`src/rtl/nn_layer_sequencer.sv`:
```
// Fully-connected layer sequencer: walks neurons and inputs, issues
// memory reads, and strobes the MAC, activation and output-write stages.
module nn_layer_sequencer #(
    parameter int NUM_INPUTS  = 8,
    parameter int NUM_NEURONS = 4,
    parameter int IN_AW       = 3,
    parameter int NEU_AW      = 2,
    parameter int W_AW        = 6
) (
    input  logic              clk,
    input  logic              rst,
    input  logic              start,
    input  logic              stall,
    output logic              ready,
    output logic              done,
    output logic              rd_en,
    output logic [W_AW-1:0]   w_addr,
    output logic [IN_AW-1:0]  x_addr,
    output logic              mac_clr,
    output logic              mac_en,
    output logic              act_en,
    output logic              out_we,
    output logic [NEU_AW-1:0] out_addr
);

    typedef enum logic [2:0] {
        S_IDLE,
        S_CLEAR,
        S_RUN,
        S_DRAIN,
        S_ACT,
        S_WRITE,
        S_DONE
    } state_t;

    localparam logic [IN_AW-1:0]  LAST_I = IN_AW'(NUM_INPUTS - 1);
    localparam logic [NEU_AW-1:0] LAST_N = NEU_AW'(NUM_NEURONS - 1);

    state_t              r_state;
    state_t              w_next;
    logic [IN_AW-1:0]    r_i;
    logic [IN_AW-1:0]    w_i_nxt;
    logic [NEU_AW-1:0]   r_neu;
    logic [NEU_AW-1:0]   w_neu_nxt;
    logic                w_issue;
    logic [W_AW-1:0]     w_waddr;

    logic                r_ready;
    logic                r_done;
    logic                r_rd_en;
    logic [W_AW-1:0]     r_w_addr;
    logic [IN_AW-1:0]    r_x_addr;
    logic                r_mac_clr;
    logic                r_mac_en;
    logic                r_act_en;
    logic                r_out_we;
    logic [NEU_AW-1:0]   r_out_addr;

    assign w_waddr = W_AW'(int'(r_neu) * NUM_INPUTS + int'(r_i));

    // Next state, counter updates and read-issue decision for the coming cycle
    always_comb begin
        w_next    = r_state;
        w_i_nxt   = r_i;
        w_neu_nxt = r_neu;
        w_issue   = 1'b0;
        unique case (r_state)
            S_IDLE: begin
                if (start) begin
                    w_next    = S_CLEAR;
                    w_neu_nxt = '0;
                    w_i_nxt   = '0;
                end
            end
            S_CLEAR: begin
                w_next  = S_RUN;
                w_issue = 1'b1;
            end
            S_RUN: begin
                if (r_rd_en && (r_x_addr == LAST_I)) begin
                    w_next = S_DRAIN;
                end else if (!stall) begin
                    w_issue = 1'b1;
                end
            end
            S_DRAIN: w_next = S_ACT;
            S_ACT:   w_next = S_WRITE;
            S_WRITE: begin
                if (r_neu == LAST_N) begin
                    w_next = S_DONE;
                end else begin
                    w_next    = S_CLEAR;
                    w_neu_nxt = r_neu + 1'b1;
                    w_i_nxt   = '0;
                end
            end
            S_DONE:  w_next = S_IDLE;
            default: w_next = S_IDLE;
        endcase
        if (w_issue && (r_i != LAST_I)) begin
            w_i_nxt = r_i + 1'b1;
        end
    end

    // State, counters and registered strobes; mac_en trails rd_en by the read latency
    always_ff @(posedge clk or negedge rst) begin
        if (!rst) begin
            r_state    <= S_IDLE;
            r_i        <= '0;
            r_neu      <= '0;
            r_ready    <= 1'b1;
            r_done     <= 1'b0;
            r_rd_en    <= 1'b0;
            r_w_addr   <= '0;
            r_x_addr   <= '0;
            r_mac_clr  <= 1'b0;
            r_mac_en   <= 1'b0;
            r_act_en   <= 1'b0;
            r_out_we   <= 1'b0;
            r_out_addr <= '0;
        end else begin
            r_state   <= w_next;
            r_i       <= w_i_nxt;
            r_neu     <= w_neu_nxt;
            r_ready   <= (w_next == S_IDLE);
            r_done    <= (w_next == S_DONE);
            r_mac_clr <= (w_next == S_CLEAR);
            r_act_en  <= (w_next == S_ACT);
            r_out_we  <= (w_next == S_WRITE);
            r_rd_en   <= w_issue;
            r_mac_en  <= r_rd_en;
            if (w_issue) begin
                r_w_addr <= w_waddr;
                r_x_addr <= r_i;
            end
            if (w_next == S_WRITE) begin
                r_out_addr <= r_neu;
            end
        end
    end

    assign ready    = r_ready;
    assign done     = r_done;
    assign rd_en    = r_rd_en;
    assign w_addr   = r_w_addr;
    assign x_addr   = r_x_addr;
    assign mac_clr  = r_mac_clr;
    assign mac_en   = r_mac_en;
    assign act_en   = r_act_en;
    assign out_we   = r_out_we;
    assign out_addr = r_out_addr;

endmodule
```
`config.mk`:
```
export PLATFORM = sky130hd
export DESIGN_NAME = nn_layer_sequencer
export DESIGN_NICKNAME = d
export VERILOG_FILES = /design/src/rtl/nn_layer_sequencer.sv
export SDC_FILE = /design/constraint.sdc
export NUM_CORES = 1
export LEC_CHECK = 0
export CAP_MARGIN = 0
export CORE_MARGIN = 2
export CORE_UTILIZATION = 52
export CTS_BUF_LIST = sky130_fd_sc_hd__clkbuf_8 sky130_fd_sc_hd__clkbuf_16
export DETAILED_ROUTE_END_ITERATION = 12
export GPL_ROUTABILITY_DRIVEN = 0
export PLACE_DENSITY = 0.93
export RECOVER_POWER = 25
export SYNTH_ARGS = -nofsm -noshare
export SYNTH_HDL_FRONTEND = slang
export SYNTH_SLANG_ARGS = --single-unit
```
`constraint.sdc`:
```
create_clock -name clk -period 2.25 [get_ports clk]
set_input_delay 0.3375 -clock clk [delete_from_list [all_inputs] [get_ports clk]]
set_output_delay 0.3375 -clock clk [all_outputs]
set_load 0.01 [all_outputs]
```
==> results by group, run 1 <==
STA
  – Worst-Margin Slew: between 1000 and 1500 ps
  – Hold Violations, Final: 0
  – Final Skew: 3.53 ps
  – Max-Slew Margin vs Limit: about a quarter
  – Final Cycle Share: between 70% and 80%
  – Total count of max-transition violations in the final report: 0
  – RSZ-0062 raised after global routing: false
  – TNS Setup: 0 ps
  – Max frequency: 615 MHz
  – Minimum clock period after layout: between 1500 and 2000 ps
  – # setup viols final: 0

Placement
  – Detailed Place HPWL: approximately 1200 um
  – Count of input and output buffers: 20

Clock tree
  – CTS Hold Bufs: 0
  – Clk root buf: clkbuf_8
  – Worst-Skew Late Latency: between 200 and 300 ps
  – H-tree Lvls: 1
  – Post-CTS resize count: 0
  – Clk slew on worst S/H paths: ~70 ps
  – Setup Buffers After CTS: 0
  – TritonCTS Sinks: 22
  – Num CTS Buffers: 3
  – Clock Tree Buf Depth: 2
  – CTS tree: built

Drt
  – Via count: 620
  – Drt drc: 0
  – First DRT Iteration DRCs: 5
  – Vias per cell: approximately 5
  – WL/cell: roughly 14 um
  – Total wire length: 1690 um
  – Post-DRT Antenna Nets: 0
  – Total iterations of the first detailed-routing run: 4

Global routing
  – Global-route wire length before repair: roughly 2500 um
  – Largest net degree at the start of global routing: 23
  – Met2 Use GR: 29.9%
  – GRT Total Usage: around 17%
  – Antenna violations before repair: 0
  – GR Overflow Total: 0
  – Grt met1 use: between 10% and 20%
  – Vias in the first global route: 581
  – GRT busiest layer: met2
  – Global Route met3 Usage: 3.85%

Synthesis
  – Register area share after synthesis: approximately 57%
  – Syn avg cell area: about 12 um2
  – Syn Std Cell Area: between 900 and 1000 um2
  – Post-synth top flop: dfrtp_1
  – Seq cells post-synth: 22
  – EDFF count, synth: 0
  – Netlist cell types: 28
  – Cell count after synthesis: approximately 80
  – FFs w/ async S/R, synth: 100%
  – Synthesis Warnings: 0
  – Syn_nets: 85

Worst setup path
  – CP Capture Type: output pin
  – WP data arrival: between 1000 and 1500 ps
  – Largest stage delay on the critical path: 520 ps
  – Worst Path Buf+Inv: 1
  – Setup CP Type: reg -> out
  – Launching element type of the critical path: flop
  – Crit-path cells: clkdlybuf4s50_1
  – Reg2reg setup slack: 630 ps
  – Worst EP required: ~1900 ps
  – Crit-path max FO: 1
  – CP max-delay cell: clkdlybuf4s50_1
  – Crit path max-delay family: buffers and inverters

Finish
  – Diodes inserted: 0
  – Nets: between 100 and 150
  – Share of layout cells above drive strength 1: between 10% and 20%
  – Area growth, synth to finish: 23.3%

Die
  – Die height: 47.2 um
  – Row count: 15
  – Starting Density: between 50% and 60%
  – Core box area: around 1700 um2
  – Die width: 47.2 um
  – Die Footprint: ~2200 um2
  – Io pins: 22

Power and ir drop
  – Total Power: approximately 1.5 mW
  – Maximum vdd ir drop: 545 uV
  – Pwr dens: between 1000 and 1500 nW/um2
  – Leakage: around 0.58 nW

Status
  – Outcome: complete, no violations

Min path
  – Min-delay worst type: reg -> reg

Flow run
  – Max_cap viols: 0
-- worst paths after layout --
path | startpoint | endpoint | depth (start not counted)
max in group asynchronous | rst | done$_DFF_PN0_ | 2
max | ready$_DFF_PN1_ | ready | 1
max reg2reg | r_state[0]$_DFF_PN0_ | r_i[2]$_DFFE_PN0P_ | 4
min in group asynchronous | rst | w_addr[2]$_DFFE_PN0P_ | 2
min | rd_en$_DFF_PN0_ | mac_en$_DFF_PN0_ | 0
min reg2reg | rd_en$_DFF_PN0_ | mac_en$_DFF_PN0_ | 0
-- registers in the layout (all words and copies together), names as in the netlist --
| signal | count |
|---|---|
| r_i | 3 |
| r_state | 3 |
| w_addr | 3 |
| out_addr | 2 |
| r_neu | 2 |
| x_addr | 2 |
| act_en | 1 |
| done | 1 |
| mac_clr | 1 |
| mac_en | 1 |
| out_we | 1 |
| rd_en | 1 |
| ready | 1 |
-- per-stage QoR --
step / area (um2) / utilization [%] / cells / worst slack, ps / hold slack (ps)
finish: 1200 / 68.6 / 121 / 625 / 419
global route: 1200 / 68.6 / 121 / 476 / 439
CTS: 1200 / 68.8 / 121 / 613 / 421
detailed placement: 1160 / 66.2 / 117 / 458 / 404
global placement: 1160 / 66.2 / 117 / 511 / 394
floorplan: 971 / - / 78 / 827 / 41.9
-- report_power, final --
group | leakage (nW) | switching, mW | internal [mW]
clock | 0.0269 | 0.114 | 0.121
combinational | 0.262 | 0.263 | 0.352
sequential | 0.289 | 0.134 | 0.535
total | 0.577 | 0.512 | 1.01
-- final cells by class --
class	instances	area, um2
Clock buffer	3	41.3
Clock inverter	1	3.75
Fill cell	114	548
Inverter	5	18.8
Multi-Input combinational cell	44	347
Sequential cell	22	552
Tap cell	25	31.3
Timing Repair Buffer	21	204
-- cells by family (layout without fill, tap and decap cells) --
kind of cell | Yosys count | after routing | synth area share (%)
fa+ha+maj | 3 | 3 | 3.87
flops | 22 | 22 | 56.8
compound gates | 9 | 9 | 7.73
simple gates | 20 | 20 | 11.6
other cells | 1 | 1 | 0.386
buf+inv | 12 | 30 | 7.47
mux | 10 | 10 | 11.2
xor+xnor | 1 | 1 | 0.902
-- cell usage in the layout, fill, tap and decap left out, types with 3 or more instances in the layout --
master           count
nor2b_1              3
nand2_1              6
dfrtp_1             21
inv_1                6
clkdlybuf4s50_1     19
ha_1                 3
mux2_2               7
clkbuf_8             3
a21o_1               3
mux2i_1              3
-- cells in the mapped netlist (2+ instances only) --
cell / n / area share, %
nor2_1: 2 / 0.77
nand2_1: 6 / 2.3
ha_1: 3 / 3.9
mux2_2: 7 / 8.1
o21ai_0: 2 / 1.0
dfrtp_1: 21 / 54
mux2i_1: 3 / 3.1
buf_4: 5 / 3.9
nor3b_1: 2 / 1.5
nor2b_1: 3 / 1.9
a21o_1: 3 / 2.3
inv_1: 5 / 1.9
-- routing by layer --
metal / up-vias / wire [um] / part of all wire [%]
met5: - / 0 / 0
met4: 0 / 19 / 1.1
met3: 2 / 60 / 3.5
met2: 18 / 915 / 54
met1: 305 / 698 / 41
li1: 295 / - / -
No activity file was read; power rests on OpenSTA's default activity.
==> run 2: changes to the inputs <==
Settings changed: CORE_UTILIZATION 52 to 43, PLACE_DENSITY 0.93 to 0.84.
Clock period 2.25 ns to 1.35 ns, I/O delays scaled along.
==> run 2 against run 1 <==
The run now ends with negative setup slack left. Sequential share of layout area shrank 5.8 points. Final area grew 15%. Setup slack lost 740 ps. Sequential cell count is the same. Routed wire length grew 12%. Critical path depth grew 3. Largest cell class unchanged. Largest power group is now combinational cells. Highest routed layer unchanged.
==> results by group, run 2 (synthesis results as in run 1) <==
STA
  – RSZ-0062 raised after global routing: true
  – TNS Setup: -1010 ps (-1010 ps)
  – PnR worst setup slack: -119 ps (-744 ps)
  – Total count of max-transition violations in the final report: 0 (unchanged)
  – Hold Violations, Final: 0 (unchanged)
  – Max-Slew Margin vs Limit: 65.2% (+40 points)
  – Minimum clock period after layout: roughly 1500 ps
  – # setup viols final: 12 (+12)
  – Final Cycle Share: 109%
  – Worst-Margin Slew: 521 ps (-594 ps)
  – Final Skew: 2.58 ps (-0.958 ps)
  – Max frequency: about 680 MHz

Clock tree
  – Clock Tree Buf Depth: 2 (unchanged)
  – Clk root buf: clkbuf_8
  – TritonCTS Sinks: 22 (unchanged)
  – Num CTS Buffers: 3 (unchanged)
  – H-tree Lvls: 1 (unchanged)
  – Clk slew on worst S/H paths: 70 ps (about the same)
  – CTS tree: built
  – Worst-Skew Late Latency: 260 ps (about the same)

Global routing
  – Antenna violations before repair: 0 (unchanged)
  – Vias in the first global route: 740 (+27%)
  – Global-route wire length before repair: 3370 um (+33%)
  – Largest net degree at the start of global routing: 23 (unchanged)
  – GRT Total Usage: 17.7% (+0.77 points)
  – GR Overflow Total: 0 (unchanged)

Die
  – Die Footprint: 2650 um2 (+19%)
  – Starting Density: 44.8% (-11 points)
  – Row count: 17 (+2)
  – Die width: 51.5 um (+9.1%)
  – Die height: 51.5 um (+9.1%)
  – Core box area: 2170 um2 (+24%)
  – Io pins: 22 (unchanged)

Drt
  – First DRT Iteration DRCs: 9 (+4)
  – Total wire length: 1890 um (+12%)
  – Vias per cell: 4.79 (-6.5%)
  – Via count: 685 (+10%)
  – Drt drc: 0 (unchanged)
  – WL/cell: 13.2 um (-5.4%)
  – Total iterations of the first detailed-routing run: 4 (unchanged)
  – Post-DRT Antenna Nets: 0 (unchanged)

Finish
  – Finished layout cell area: 1370 um2 (+15%)
  – Diodes inserted: 0 (unchanged)
  – Share of layout cells above drive strength 1: 35.7% (+22 points)
  – Most frequent cells in the layout: dfrtp_1 (20), buf_4 (17), dlygate4sd2_1 (13)
  – Nets: 123 (+18%)
  – Area growth, synth to finish: 41.4%
  – Commonest non-fill, non-tap cell in the layout: dfrtp_1

Worst setup path
  – Launching element type of the critical path: flop
  – Crit-path max FO: 7 (+6)
  – WP data arrival: 1620 ps (+330 ps)
  – CP Capture Type: flop
  – Setup CP Type: reg -> reg
  – Worst EP required: 1500 ps (-410 ps)

Power and ir drop
  – Pwr dens: 2100 nW/um2 (+66%)
  – Total Power: 2.88 mW (+90%)
  – Maximum vdd ir drop: 1390 uV (+160%)
  – Leakage: 0.747 nW (+29%)

Placement
  – DP Area: 1280 um2 (+11%)
  – Detailed Place HPWL: 1350 um (+9.9%)
  – Count of input and output buffers: 20 (unchanged)

Flow run
  – Max_cap viols: 0 (unchanged)

Status
  – Outcome: finished with violations
  – Failing checks: negative setup slack

Min path
  – Min-delay worst type: in -> async
==> run 2: timing repair <==
| action | 4_1_cts | 5_1_grt |
|---|---|---|
| cloned | 0 | 0 |
| pin swaps | 2 | 1 |
| buffers inserted | 2 | 1 |
| endpoints found under the setup margin | 27 | 16 |
| hold buffers | 0 | 0 |
| gates resized for setup | 22 | 4 |
==> run 2: report_power, final <==
group | internal (mW) | switching, mW
combinational | 0.785 | 0.611
clock | 0.260 | 0.202
sequential | 0.893 | 0.134
==> run 2: metal layers <==
metal | track usage, % | part of all wire [%] | vias up
met5 | 0 | 0 | -
met4 | 14.5 | 4.0 | 0
met3 | 3.45 | 3.0 | 6
met2 | 29.7 | 52 | 19
met1 | 19.3 | 41 | 331
li1 | - | - | 329
==> run 2: metrics by stage <==
stage          hold slack [ps]  instances  util (%)  worst slack [ps]
2_1_floorplan            -93.1         78         -             -47.6
3_3_place_gp               467        136      59.0              -221
3_5_place_dp               472        136      59.0              -253
4_1_cts                    278        142      62.3              -143
5_1_grt                    487        143      63.3              -171
6_report                   432        143      63.3              -119
==> run 2: critical path: stages (launching register included) <==
cell     delay, ps
dfrtp_1        410
nor3b_1        150
buf_4          140
a31oi_4        280
mux2_2         380
==> run 2: path summary, 6_finish.rpt <==
kind	slack [ps]	start	to	cells after the start
setup / recovery	-120	r_state[0]$_DFF_PN0_	w_addr[2]$_DFFE_PN0P_	4
hold / removal	430	rst	done$_DFF_PN0_	2
setup reg to reg	-120	r_state[0]$_DFF_PN0_	w_addr[2]$_DFFE_PN0P_	4
hold reg to reg	490	rd_en$_DFF_PN0_	mac_en$_DFF_PN0_	1
max in group asynchronous	540	rst	r_state[2]$_DFF_PN0_	2
min in group clk	490	rd_en$_DFF_PN0_	mac_en$_DFF_PN0_	1
==> run 2: layout make-up <==
cell class	instances	area, um2
multi-input cells	44	369
repair buffers	40	342
inverters	5	18.8
flip-flops and latches	22	553
fillers	171	797
clock buffers	4	55.1
well taps	28	35.0
==> run 3: changes to the inputs <==
Settings changed: GPL_TIMING_DRIVEN set to 0.
==> run 3 against run 2 <==
The run still ends with negative setup slack left. Combinational power grew 4%. Clock power up 1%. Maximum frequency decreased by 0.12%. Sequential cell count unchanged.
==> results by group, run 3 (synthesis results as in run 1) <==
Status
  – Outcome: finished with violations
  – Failing checks: negative setup slack

Drt
  – Total iterations of the first detailed-routing run: 2 (-2)
  – Drt drc: 0 (unchanged)
  – Via count: 686 (+0.15%)
  – Top Metal Used: met4
  – Post-DRT Antenna Nets: 0 (unchanged)
  – Total wire length: 1900 um (+0.53%)
  – Metal3 WL: 68 um (+19%)
  – DRT met1 WL: 865 um (+13%)
  – Vias per cell: 4.94 (+3.0%)
  – First DRT Iteration DRCs: 8 (-1)
  – WL/cell: 13.7 um (+3.4%)
  – DR WL met2: 931 um (-6.2%)

Worst setup path
  – WP data arrival: 1620 ps (about the same)
  – CP Capture Type: flop
  – Worst EP required: 1500 ps (about the same)
  – Setup CP Type: reg -> reg
  – Crit-path max FO: 6 (-1)
  – Crit-path cells: buf_6, buf_4, nor3b_1, mux2_2
  – Launching element type of the critical path: flop
  – CP max-delay cell: nor3b_1
  – Worst Path Buf+Inv: 2 (+1)
  – Largest stage delay on the critical path: 390 ps (-20 ps)
  – Crit path max-delay family: simple AND/OR/NAND/NOR gates

Die
  – Core box area: 2170 um2 (unchanged)
  – Starting Density: 44.8% (unchanged)
  – Die width: 51.5 um (unchanged)
  – Die height: 51.5 um (unchanged)
  – Io pins: 22 (unchanged)
  – Die Footprint: 2650 um2 (unchanged)
  – Row count: 17 (unchanged)

Finish
  – Area growth, synth to finish: 41.4% (unchanged)
  – Nets: 119 (-3.3%)
  – Finished layout cell area: 1370 um2 (unchanged)
  – Diodes inserted: 0 (unchanged)
  – Share of layout cells above drive strength 1: 30.6% (-5.0 points)
  – Fin cells: 139 (-2.8%)
  – Most frequent cells in the layout: dfrtp_1 (21), buf_4 (11), dlygate4sd2_1 (11)
  – Commonest non-fill, non-tap cell in the layout: dfrtp_1

Flow run
  – Max_cap viols: 0 (unchanged)

Clock tree
  – H-tree Lvls: 1 (unchanged)
  – Clk root buf: clkbuf_8
  – Clock Tree Buf Depth: 2 (unchanged)
  – Clk slew on worst S/H paths: 80 ps (about the same)
  – TritonCTS Sinks: 22 (unchanged)
  – Worst-Skew Late Latency: 260 ps (about the same)
  – Num CTS Buffers: 3 (unchanged)
  – CTS tree: built

STA
  – RSZ-0062 raised after global routing: true
  – Worst-Margin Slew: 980 ps (+458 ps)
  – Final Skew: 4.33 ps (+1.76 ps)
  – PnR worst setup slack: -121 ps (-1.74 ps)
  – Hold Violations, Final: 0 (unchanged)
  – Total count of max-transition violations in the final report: 0 (unchanged)
  – Final Cycle Share: 109% (+0.13 points)
  – Max frequency: 680 MHz (-0.12%)
  – Minimum clock period after layout: 1470 ps (+1.74 ps)
  – # setup viols final: 13 (+1)
  – Max-Slew Margin vs Limit: 34.5% (-31 points)

Global routing
  – GRT Total Usage: 16.2% (-1.5 points)
  – Antenna violations before repair: 0 (unchanged)
  – Largest net degree at the start of global routing: 23 (unchanged)
  – Vias in the first global route: 673 (-9.1%)
  – GR Overflow Total: 0 (unchanged)
  – Global-route wire length before repair: 3080 um (-8.6%)

Power and ir drop
  – Maximum vdd ir drop: 1370 uV (-1.5%)
  – Pwr dens: 2160 nW/um2 (+3.0%)
  – Leakage: 0.719 nW (-3.7%)
  – Total Power: 2.97 mW (+3.0%)

Placement
  – Detailed Place HPWL: 1100 um (-19%)
  – Pre-CTS setup slack: -283 ps (-29.4 ps)
  – Placed Cells: 126 (-7.4%)
  – DP Area: 1210 um2 (-5.5%)
  – Count of input and output buffers: 20 (unchanged)

Min path
  – Min-delay worst type: reg -> reg
run 3: cell count changes in the layout (fill, tap and decap cells not counted), moves of 2 or more:
cell	change
buf_4	-6
clkdlybuf4s25_1	+4
mux2_2	-4
mux2_4	+4
buf_6	+3
dlygate4sd2_1	-2
run 3: repair_timing:
| item | in CTS | in global routing |
|---|---|---|
| hold buffers | 0 | 0 |
| gates cloned | 0 | 0 |
| endpoints found under the setup margin | 23 | 18 |
| resized for setup | 25 | 5 |
| buffers inserted | 7 | 2 |
| pin swaps | 1 | 2 |
run 3: cell type report:
class,instances,area [um2]
fill,177,797
sequential,22,552
buffer,7,63.8
multi-input combinational,44,387
tap,28,35.0
inverter,5,18.8
clock buffer,4,55.1
timing repair buffer,29,262
run 3: final timing paths:
path	startpoint	end	slack, ps	depth (start not counted)
max	r_state[2]$_DFF_PN0_	out_addr[1]$_DFFE_PN0N_	-120	4
min	rd_en$_DFF_PN0_	mac_en$_DFF_PN0_	440	0
max reg2reg	r_state[2]$_DFF_PN0_	out_addr[1]$_DFFE_PN0N_	-120	4
min reg2reg	rd_en$_DFF_PN0_	mac_en$_DFF_PN0_	440	0
max in group asynchronous	rst	x_addr[0]$_DFFE_PN0P_	280	1
min in group asynchronous	rst	done$_DFF_PN0_	480	1
run 3: layer usage:
layer,global-route usage [%],up-vias
met3,4.31,4
met5,0,-
met4,8.77,0
met1,22.3,342
met2,23.5,14
li1,-,326
run 3: power breakdown:
group	switching (mW)	internal [mW]	leakage, nW
registers	0.150	0.892	0.289
logic	0.626	0.835	0.402
clock network	0.208	0.260	0.0288
run 3: stage by stage:
step           TNS, ps  hold slack (ps)  utilization [%]
2_1_floorplan     -253            -93.1                -
3_3_place_gp     -3040              405             55.8
3_5_place_dp     -3700              422             55.8
4_1_cts           -973              435             62.5
5_1_grt          -1930              470             63.3
6_report         -1170              436             63.3
==> edit 1 (settings of run 3) <==
The 7 states of `state_t` get a Gray code encoding in 3 bits.
--- a/src/rtl/nn_layer_sequencer.sv
+++ b/src/rtl/nn_layer_sequencer.sv
@@ -25,11 +25,11 @@
 
     typedef enum logic [2:0] {
-        S_IDLE,
-        S_CLEAR,
-        S_RUN,
-        S_DRAIN,
-        S_ACT,
-        S_WRITE,
-        S_DONE
+        S_IDLE  = 3'b000,
+        S_CLEAR = 3'b001,
+        S_RUN   = 3'b011,
+        S_DRAIN = 3'b010,
+        S_ACT   = 3'b110,
+        S_WRITE = 3'b111,
+        S_DONE  = 3'b101
     } state_t;
 
Function: no difference found for any inputs over 10 cycles, from zero or initial values and one cycle with rst low; not proved beyond that.
==> edit 1 against run 3 <==
  * Maximum frequency shrank 4.0%
  * Global-route usage grew 0.17 points
  * Setup slack lost 0.062 ns
  * The run still ends with setup timing left
  * Sequential cell count is the same
  * Cell area grew 1.5%
  * Combinational power grew 20%
  * Area after synthesis shrank 2.6%
  * Wire length shrank 2.4%
  * Critical path depth shrank 1
  * Total power grew 18%
  * Die area shrank 2.4%
==> edit 1: results <==
group,metric,value,unit
pwr,vdd_drop_max,0.00124,V
clock_tree,clockBufferDepth,2,
setup_path,critPathMaxFanout,3,
pwr,power_switching,1.12,mW
routing,firstDrtPassIters,4,
timing,drv_slew,0,
final_layout,drive_gt1_share,40.2,%
min_path,hold_start,"out_addr[0]",
global_routing,grt_pass1_vias,739,
setup_path,max_stage_delay,0.57,ns
timing,slew_headroom,36.2,%
timing,setup_viol_count_final,10,
setup_path,crit_arrival,1.69,ns
setup_path,r2r_end,"r_i[1]",
global_routing,grt_pass1_wl,3170,microns
place,detailed_place_hpwl,1160,microns
final_layout,finalNetCount,120,
global_routing,grt_usage,16.4,%
final_layout,fill_cells,149,
status,violations,"setup timing",
min_path,min_to,"out_addr[0]",
synthesis,synthTopCellsByArea,"dfrtp_1 56%, mux2_2 11%, ha_1 4.0%",
routing,wl_per_cell,13.4,microns
synthesis,synthDistinctLibCells,27,
setup_path,r2r_cells,3,
routing,vias_per_cell,4.81,
global_routing,grt_start_max_net_pins,23,
synthesis,ys_top_cells_by_count,"21 x dfrtp_1, 9 x mux2_2, 5 x nor2_1, 4 x buf_4",
synthesis,ys.warnings.count,0,
setup_path,start_kind,"register",
min_path,worst_hold_path.num_cells,1,
routing,drtIter0Drc,3,
pwr,power_leakage,0.692,nW
clock_tree,clkSlewWorstSetupHoldPaths,0.08,ns
global_routing,grt_antenna_before_repair,0,
setup_path,cp-endpoint,"r_i[1]",
timing,skew,0.00241,ns
status,status,"finished, violations left",
timing,worst_slack,-0.183,ns
clock_tree,clock_latency,0.26,ns
timing,setup_tns,-1.39,ns
clock_tree,postCtsSetupBuffers,9,
place,port_buffers,20,
clock_tree,cts_resized,22,
synthesis,synth_seq_area_share,58.3,%
setup_path,cp_slowest_cell,"or4b_4",
setup_path,reg2reg_from,"r_state[2]",
flow_run,cap_violations,0,
synthesis,synth_nets,82,
-- edit 1: power groups by stage --
stage / combinational, mW / sequential (mW) / clock, mW
global placement: 1.44 / 1.16 / 0
detailed placement: 1.49 / 1.18 / 0
finish: 1.75 / 1.13 / 0.614
floorplan: 0.808 / 1.23 / 0
CTS: 1.69 / 1.15 / 0.622
global route: 1.92 / 1.17 / 0.635
-- edit 1: through the flow --
stage	std cells	hold WS, ns	worst slack, ns	instance area [sq um]
2_1_floorplan	75	-0.0931	-0.161	973
5_1_grt	139	0.516	-0.221	1390
6_report	139	0.501	-0.183	1390
3_5_place_dp	122	0.434	-0.436	1210
4_1_cts	135	0.501	-0.210	1370
3_3_place_gp	122	0.412	-0.403	1210
-- edit 1: final cells by class --
cell class / count / area, sq um / share of cell area [%]
plain buffers: 6 / 48.8 / 3.50
clock buffers: 3 / 41.3 / 2.96
clock inverters: 1 / 30.0 / 2.16
inverters: 3 / 11.3 / 0.809
multi-input cells: 43 / 394 / 28.3
flip-flops and latches: 22 / 552 / 39.6
well taps: 27 / 33.8 / 2.43
repair buffers: 34 / 282 / 20.2
-- edit 1: kinds of logic (layout without fill, tap and decap cells) --
family / Yosys count / count (layout) / synth area share (%)
other cells: 1 / 1 / 0.396
simple gates: 20 / 20 / 12.7
fa+ha+maj: 3 / 3 / 3.97
compound gates: 9 / 9 / 6.48
buf+inv: 10 / 47 / 6.35
flops: 22 / 22 / 58.3
mux: 10 / 10 / 11.8
-- edit 1: per-layer routing --
layer  vias up  GRT usage, %  wire length, microns
met1       309          20.5                   808
met4         0          5.86                    27
met2        27          28.4                   932
li1        331             -                     -
met5         -             0                     0
met3         2          2.92                    91
-- edit 1: critical path: cells and delay by family (launching register included) --
family	cells	cell delay, ns
simple gates	2	0.76
mux	1	0.26
flops	1	0.40
==> edit 2 (settings of run 3) <==
Without the edit above. Change the parameter `W_AW` from 6 to 8.
--- a/src/rtl/nn_layer_sequencer.sv
+++ b/src/rtl/nn_layer_sequencer.sv
@@ -6,5 +6,5 @@
     parameter int IN_AW       = 3,
     parameter int NEU_AW      = 2,
-    parameter int W_AW        = 6
+    parameter int W_AW        = 8
 ) (
     input  logic              clk,
Ports: changed (resized w_addr); port bits go from 22 to 24. No check against the original RTL was run, so the function may have changed too.
==> edit 2 against run 3 <==
  * The flow still finishes with violations (setup timing)
  * Non-clock buffer count increased by 6
  * Utilization increased by 1.4 points
  * Cell area rose by 3.2%
  * Wire length is 12% higher
  * Setup slack lost 0.0029 ns
  * Clock power fell by 14%
  * Total power rose by 0.41%
  * Sequential cell count unchanged
  * Combinational power up 4%
  * Area after synthesis increased by 1.5%
==> edit 2: results <==
group,metric,value,unit
status,status,"finished, violations left",
status,violations,"setup timing",
place,detailed_place_hpwl,1220,microns
routing,drtIter0Drc,14,
final_layout,fill_cells,158,
synthesis,synth_seq_area_share,56.0,%
routing,firstDrtPassIters,4,
place,place_inst,130,
final_layout,fin_cells,147,
timing,setup_tns,-1.01,ns
global_routing,grt_pass1_wl,3400,microns
global_routing,grt_pass1_vias,731,
setup_path,r2r_cells,5,
synthesis,synthTopCellsByArea,"dfrtp_1 53%, mux2_2 8.0%, buf_4 5.3%",
routing,vias,735,
routing,wl_met1,1010,microns
synthesis,ys_top_cells_by_count,"21 x dfrtp_1, 7 x buf_4, 7 x mux2_2, 6 x nand2_1, 5 x inv_1",
timing,setup_viol_count_final,10,
timing,skew,0.00672,ns
pwr,vdd_drop_max,0.00107,V
synthesis,synth_area_per_cell,12.3,sq um
routing,wl_met2,975,microns
timing,slew_headroom,36.2,%
timing,worst_slack,-0.124,ns
final_layout,drive_gt1_share,31.9,%
edit 2: cell count changes after synthesis, sizes merged:
| cell | delta |
|---|---|
| buf | +2 |
edit 2: through the flow:
step | utilization, % | setup slack (ns) | total power [mW] | instance area (sq um)
2_1_floorplan | - | -0.0476 | 1.77 | 997
3_3_place_gp | 56.3 | -0.270 | 2.21 | 1230
3_5_place_dp | 56.3 | -0.266 | 2.27 | 1230
4_1_cts | 64.6 | -0.131 | 2.98 | 1420
5_1_grt | 64.6 | -0.185 | 3.15 | 1420
6_report | 64.6 | -0.124 | 2.98 | 1420
edit 2: final timing paths:
kind                             from  slack (ns)     endpoint
setup / recovery           r_state[2]       -0.12    w_addr[3]
hold / removal                  rd_en        0.41       mac_en
setup reg to reg           r_state[2]       -0.12    w_addr[3]
hold reg to reg                 rd_en        0.41       mac_en
max in group asynchronous         rst        0.23  out_addr[0]
min in group asynchronous         rst        0.53   r_state[0]
edit 2: routing by layer:
metal | track usage (%) | vias up
met3 | 1.72 | 4
li1 | - | 337
met4 | 10.1 | 0
met5 | 0 | -
met2 | 25.7 | 26
met1 | 24.6 | 368
edit 2: where the power goes:
| part | internal [mW] | total [mW] | switching, mW |
|---|---|---|---|
| Clock | 0.203 | 0.404 | 0.202 |
| Combinational | 0.857 | 1.52 | 0.664 |
| Sequential | 0.892 | 1.06 | 0.166 |
| Total | 1.95 | 2.98 | 1.03 |
edit 2: kinds of logic (layout without fill, tap and decap cells):
kind of cell | after synthesis | after routing | share of synthesized area [%]
buf+inv | 14 | 51 | 8.88
fa+ha+maj | 3 | 3 | 3.81
simple gates | 20 | 20 | 11.4
other cells | 1 | 3 | 0.380
flops | 22 | 22 | 56.0
mux | 10 | 10 | 11.0
compound gates | 9 | 9 | 7.61
xor+xnor | 1 | 1 | 0.888
edit 2: critical path, cell delays in order, from the launching register on:
cell and delay [ns]:
dfrtp_1 0.35, buf_6 0.12, and2b_1 0.22, a31oi_4 0.21
buf_12 0.16, mux2_4 0.30
edit 2: area by class of cell:
cell class / count / area share, %
sequential: 22 / 39.0
multi-input combinational: 46 / 28.1
timing repair buffer: 34 / 21.2
buffer: 8 / 4.77
clock buffer: 3 / 2.92
tap: 28 / 2.47
inverter: 5 / 1.33
clock inverter: 1 / 0.265
edit 2: timing repair:
item                       4_1_cts  5_1_grt
setup endpoints to repair       22       17
hold endpoints to repair         0        0
setup buffers                   12        2
gates resized for setup         24        4
pin swaps                        4        3
